`config.mk`:
```
export PLATFORM = sky130hd
export DESIGN_NAME = mem_bus_sequencer
export DESIGN_NICKNAME = d
export VERILOG_FILES = /design/src/rtl/cpu_ctrl_pkg.sv /design/src/rtl/mem_wait_counter.sv /design/src/rtl/mem_bus_sequencer.sv
export SDC_FILE = /design/constraint.sdc
export NUM_CORES = 1
export LEC_CHECK = 0
export CAP_MARGIN = 15
export CORE_AREA = 4 4 41 43
export DETAILED_ROUTE_END_ITERATION = 10
export DIE_AREA = 0 0 45 47
export GPL_TIMING_DRIVEN = 0
export PLACE_DENSITY_LB_ADDON = 0.25
export SYNTH_ARGS = -nofsm -noshare
export SYNTH_HDL_FRONTEND = slang
export SYNTH_SLANG_ARGS = --single-unit
```
`constraint.sdc`:
```
create_clock -name clk -period 3.8 [get_ports clk]
set_clock_uncertainty 0.2 [all_clocks]
set_input_delay 1.14 -clock clk [delete_from_list [all_inputs] [get_ports clk]]
set_output_delay 1.14 -clock clk [all_outputs]
set_load 0.005 [all_outputs]
```
`src/rtl/cpu_ctrl_pkg.sv`:
```
// Shared encodings for the memory bus sequencer and its helpers.
package cpu_ctrl_pkg;

  typedef enum logic [2:0] {
    S_IDLE    = 3'd0,
    S_ADDR    = 3'd1,
    S_ACCESS  = 3'd2,
    S_CAPTURE = 3'd3,
    S_WB      = 3'd4
  } state_e;

  typedef enum logic [1:0] {
    K_FETCH = 2'd0,
    K_LOAD  = 2'd1,
    K_STORE = 2'd2
  } kind_e;

  // Requester class remembered for round-robin tie breaking.
  typedef enum logic {
    GR_FETCH = 1'b0,
    GR_DATA  = 1'b1
  } grant_e;

  localparam logic MAR_SRC_PC   = 1'b0;
  localparam logic MAR_SRC_ADDR = 1'b1;

endpackage

```
`src/rtl/mem_wait_counter.sv`:
```
// Loadable down-counter that times the rd/wr strobe window of one access.
module mem_wait_counter #(
  parameter int W = 2
) (
  input  logic         clk,
  input  logic         reset,
  input  logic         load,
  input  logic [W-1:0] load_val,
  input  logic         dec,
  output logic         zero
);

  logic [W-1:0] cnt_q, cnt_d;

  // Next count: load wins, decrement saturates at zero.
  always_comb begin
    cnt_d = cnt_q;
    if (load)
      cnt_d = load_val;
    else if (dec && (cnt_q != '0))
      cnt_d = cnt_q - W'(1);
  end

  // Count register, cleared by reset.
  always_ff @(posedge clk or negedge reset) begin
    if (!reset) cnt_q <= '0;
    else        cnt_q <= cnt_d;
  end

  assign zero = (cnt_q == '0);

endmodule

```
`src/rtl/mem_bus_sequencer.sv`:
```
// Owns the single memory port: arbitrates fetch vs data requests and walks
// each access through ADDR / ACCESS / CAPTURE (/ WB for loads).
module mem_bus_sequencer
  import cpu_ctrl_pkg::*;
#(
  parameter int MEM_WAIT = 2
) (
  input  logic clk,
  input  logic reset,
  input  logic fetchReq,
  input  logic ldReq,
  input  logic stReq,
  output logic marEn,
  output logic marSel,
  output logic mdrStEn,
  output logic mdrEn,
  output logic rd,
  output logic wr,
  output logic irEn,
  output logic pcEn,
  output logic wEn,
  output logic fetchDone,
  output logic dataDone,
  output logic busy
);

  localparam int CW = $clog2(MEM_WAIT + 1);

  state_e state_q, state_d;
  kind_e  kind_q,  kind_d;
  grant_e last_q,  last_d;
  logic   cnt_load, cnt_dec, cnt_zero;
  logic   data_req;

  assign data_req = ldReq | stReq;

  mem_wait_counter #(.W(CW)) u_wait (
    .clk      (clk),
    .reset    (reset),
    .load     (cnt_load),
    .load_val (CW'(MEM_WAIT - 1)),
    .dec      (cnt_dec),
    .zero     (cnt_zero)
  );

  // State, kind and round-robin history registers.
  always_ff @(posedge clk or negedge reset) begin
    if (!reset) begin
      state_q <= S_IDLE;
      kind_q  <= K_FETCH;
      last_q  <= GR_DATA;
    end else begin
      state_q <= state_d;
      kind_q  <= kind_d;
      last_q  <= last_d;
    end
  end

  // Next-state: grant in IDLE, then fixed walk through the access phases.
  always_comb begin
    state_d  = state_q;
    kind_d   = kind_q;
    last_d   = last_q;
    cnt_load = 1'b0;
    cnt_dec  = 1'b0;
    case (state_q)
      S_IDLE: begin
        if (fetchReq && (!data_req || last_q == GR_DATA)) begin
          kind_d  = K_FETCH;
          last_d  = GR_FETCH;
          state_d = S_ADDR;
        end else if (data_req) begin
          // Load beats a simultaneous store; the store stays pending.
          kind_d  = ldReq ? K_LOAD : K_STORE;
          last_d  = GR_DATA;
          state_d = S_ADDR;
        end
      end
      S_ADDR: begin
        cnt_load = 1'b1;
        state_d  = S_ACCESS;
      end
      S_ACCESS: begin
        if (cnt_zero) state_d = S_CAPTURE;
        else          cnt_dec = 1'b1;
      end
      S_CAPTURE: state_d = (kind_q == K_LOAD) ? S_WB : S_IDLE;
      S_WB:      state_d = S_IDLE;
      default:   state_d = S_IDLE;
    endcase
  end

  // Moore output decode from state and transaction kind only.
  always_comb begin
    marEn     = 1'b0;
    marSel    = MAR_SRC_PC;
    mdrStEn   = 1'b0;
    mdrEn     = 1'b0;
    rd        = 1'b0;
    wr        = 1'b0;
    irEn      = 1'b0;
    pcEn      = 1'b0;
    wEn       = 1'b0;
    fetchDone = 1'b0;
    dataDone  = 1'b0;
    busy      = (state_q != S_IDLE);
    case (state_q)
      S_ADDR: begin
        marEn   = 1'b1;
        marSel  = (kind_q == K_FETCH) ? MAR_SRC_PC : MAR_SRC_ADDR;
        mdrStEn = (kind_q == K_STORE);
      end
      S_ACCESS: begin
        rd = (kind_q != K_STORE);
        wr = (kind_q == K_STORE);
      end
      S_CAPTURE: begin
        case (kind_q)
          K_FETCH: begin
            irEn      = 1'b1;
            pcEn      = 1'b1;
            fetchDone = 1'b1;
          end
          K_LOAD:  mdrEn    = 1'b1;
          K_STORE: dataDone = 1'b1;
          default: ;
        endcase
      end
      S_WB: begin
        wEn      = 1'b1;
        dataDone = 1'b1;
      end
      default: ;
    endcase
  end

endmodule

```
==> results of run 1 <==
[flip-flops by register name (all words and copies together) (netlist names)]
signal	count
state_q	3
kind_q	2
u_wait.cnt_q	2
last_q	1
[layout make-up]
class,count,area (sq um)
Buffer,4,33.8
Tap cell,15,18.8
Inverter,5,18.8
Timing Repair Buffer,16,160
Sequential cell,8,201
Multi-Input combinational cell,39,262
Fill cell,129,581
Clock buffer,4,26.3
[how the worst min path moves through the flow]
stage | from | end | cells after the start
6_report | u_wait.cnt_q[1]$_DFFE_PN0P_ | u_wait.cnt_q[1]$_DFFE_PN0P_ | 2
5_1_grt | u_wait.cnt_q[1]$_DFFE_PN0P_ | u_wait.cnt_q[1]$_DFFE_PN0P_ | 2
4_1_cts | kind_q[1]$_DFFE_PN0P_ | state_q[2]$_DFFE_PN0P_ | 1
3_5_place_dp | u_wait.cnt_q[1]$_DFFE_PN0P_ | u_wait.cnt_q[1]$_DFFE_PN0P_ | 2
3_3_place_gp | u_wait.cnt_q[1]$_DFFE_PN0P_ | u_wait.cnt_q[1]$_DFFE_PN0P_ | 2
2_1_floorplan | u_wait.cnt_q[1]$_DFFE_PN0P_ | u_wait.cnt_q[1]$_DFFE_PN0P_ | 2
[cell usage in the layout, fill, tap and decap left out, drive strengths merged]
master         Yosys  routed
nand3              1       1
o21bai             1       1
nand2b             2       2
buf                4       4
clkdlybuf4s50      0      16
clkbuf             0       4
xnor2              1       1
nor4               1       1
o21a               2       2
a32o               1       1
nor3               3       3
o32a               1       1
nor2               8       8
dfrtp              7       7
nand2              2       2
inv                5       5
ha                 1       1
a2111oi            1       1
o22a               1       1
o21ai              6       6
dfstp              1       1
o31a               1       1
or2                1       1
nor3b              4       4
nand3b             1       1
[critical path, delay by kind of cell, from the launching register on]
| family | cells | cell delay, ns |
|---|---|---|
| and+or+nand+nor | 2 | 0.45 |
| DFF | 1 | 0.39 |
| buffers and inverters | 3 | 0.85 |
[cells in the mapped netlist, drive strengths merged (2+ instances only)]
cell,instances,area share [%]
nor3b,4,6.8
buf,4,6.6
nand2b,2,2.4
nand2,2,1.5
nor3,3,5.1
nor2,8,5.8
inv,5,3.6
dfrtp,7,34
o21ai,6,6.6
o21a,2,2.9
[kinds of logic (layout without fill, tap and decap cells)]
kind of cell / count (synthesis) / count (layout) / share of synthesized area, %
compound gates: 14 / 14 / 20.1
xor+xnor: 1 / 1 / 1.70
fa+ha+maj: 1 / 1 / 2.43
buf+inv: 9 / 29 / 10.2
flops: 8 / 8 / 39.1
simple gates: 23 / 23 / 26.5
[through the flow]
| stage | instances | utilization (%) | power, mW | setup slack [ns] | hold WS, ns |
|---|---|---|---|---|---|
| after floorplan | 56 | - | 0.375 | 1.33 | 0.288 |
| final | 91 | 55.4 | 0.558 | 0.513 | 0.323 |
| after global routing | 91 | 55.4 | 0.617 | 0.326 | 0.363 |
| after detailed placement | 87 | 53.4 | 0.492 | 0.783 | 0.324 |
| after global placement | 87 | 53.4 | 0.486 | 0.796 | 0.300 |
| after CTS | 91 | 55.4 | 0.568 | 0.496 | 0.331 |
[routing by layer]
metal  up-vias  track usage (%)
met5         -                0
met4         0             12.3
met3         5             2.30
met2        14             17.5
met1       211             11.7
li1        233                -
[where the power goes]
group | switching, mW | leakage (nW) | internal, mW
combinational | 0.145 | 0.177 | 0.187
clock | 0.0305 | 0.0150 | 0.0403
sequential | 0.0303 | 0.0979 | 0.125
total | 0.206 | 0.289 | 0.352
==> reports/summary.txt, run 1 <==
Outcome -> completed
CP startpoint kind -> flip-flop
Setup crit end -> pcEn
Fin crit share -> 86.5%
Number of max-cap violations -> 0
Final Slew Violations -> 0
DR DRC count -> 0
# diodes -> 0
Row count -> 13
Number of I/O port buffers -> 16
Leak -> 0.289 nW
Clk_lat worst skew -> 0.26 ns
Final wirelength -> 991 um
Post-CTS Setup Repair Bufs -> 0
H-tree level count -> 1
DR pass1 iterations -> 4
Layout cells sized above 1 -> 15.8%
Top Layer Used -> met4
Library cells used by synthesis -> 29
CP dominant cell by count -> buf_4
Root Driver -> clkbuf_4
Worst setup path startpoint -> state_q[0]$_DFFE_PN0P_
Ys flop type -> dfrtp_1
Worst endpoint required time -> 2.46 ns
Synth Register Bits -> 8
Post-synthesis cell area -> 515 sq um
FF-to-FF End -> state_q[0]$_DFFE_PN0P_
Total Routing Usage GR -> 11.1%
First-pass GRT wire length -> 1580 um
Die width -> 45 um
Final Cell Area -> 721 sq um
Clock transition at the registers of the reported paths -> 0.06 ns
Post-layout minimum cycle time -> 3.29 ns
Asr flop ratio synth -> 100%
Die Y -> 47 um
Power density over cell area -> 775 nW/um^2
Classification of the worst-slack hold path -> flip-flop to flip-flop
Largest net degree at the start of global routing -> 11
Critical path class -> flip-flop to primary output
Max FO, Critical Path -> 10
Resized Gates After CTS -> 0
Clock buffer depth -> 2
Hold buffers post-CTS -> 0
Critical path endpoint category -> primary output
Number of synthesized flops with an enable pin -> 0
Iter 0 DRT Violations -> 7
VDD IR max -> 0.294 mV
Reg2reg setup slack -> 2.37 ns
Post-Route Setup TNS -> 0 ns
CTS tree -> done
Die Area -> 2120 sq um
Total gr overflow -> 0
Final Setup Violations -> 0
Register area share after synthesis -> 39.1%
Crit-path cells -> buf_4, nand3b_1, nor3_1, buf_4, clkdlybuf4s50_1
Vias in the first global route -> 393
Via count -> 463
Data arrival, critical path -> 1.95 ns
WL met1 -> 424 um
RSZ-0062 raised after global routing -> no
R2R Path Start -> u_wait.cnt_q[0]$_DFFE_PN0P_
Sink Count -> 8
Synth Warn # -> 0
CP max stage delay -> 0.49 ns
Routed met3 length -> 56 um
Met2 wire length -> 469 um
Post-Synthesis Cells -> 56
HPWL Detailed -> 743 um
Worst slew margin -> 75.6%
Total CTS buffers -> 3
Initial Util -> 39.6%
Register-to-Register Path Depth -> 4
Core ar. -> 1300 sq um
Mean area per synthesized cell -> 9.21 sq um
Final Hold Viols -> 0
Nets -> 83
Wire per inst -> 10.9 um
Highest Clock Rate -> 0.304 GHz
Worst Tran Pin Value -> 0.365 ns
RD Place Congestion -> 0.773
I/O pins -> 17
Area Overhead vs Synth -> 39.8%
Placed cell area -> 694 sq um
Initial antenna violation count -> 0
Worst-path cell with the longest stage delay -> clkdlybuf4s50_1
ANT nets after route -> 0
Post-DR vias/cell -> 5.09
Post-Syn Nets -> 62
(Power assumes the default switching activity.)
==> inputs of run 2 (changes only) <==
Settings changed: ABC_CLOCK_PERIOD_IN_PS set to 3800, CAP_MARGIN 15 to 30, SLEW_MARGIN set to 20.
==> results of run 2 <==
Final layout, timing and power as in run 1 (identical DEF).
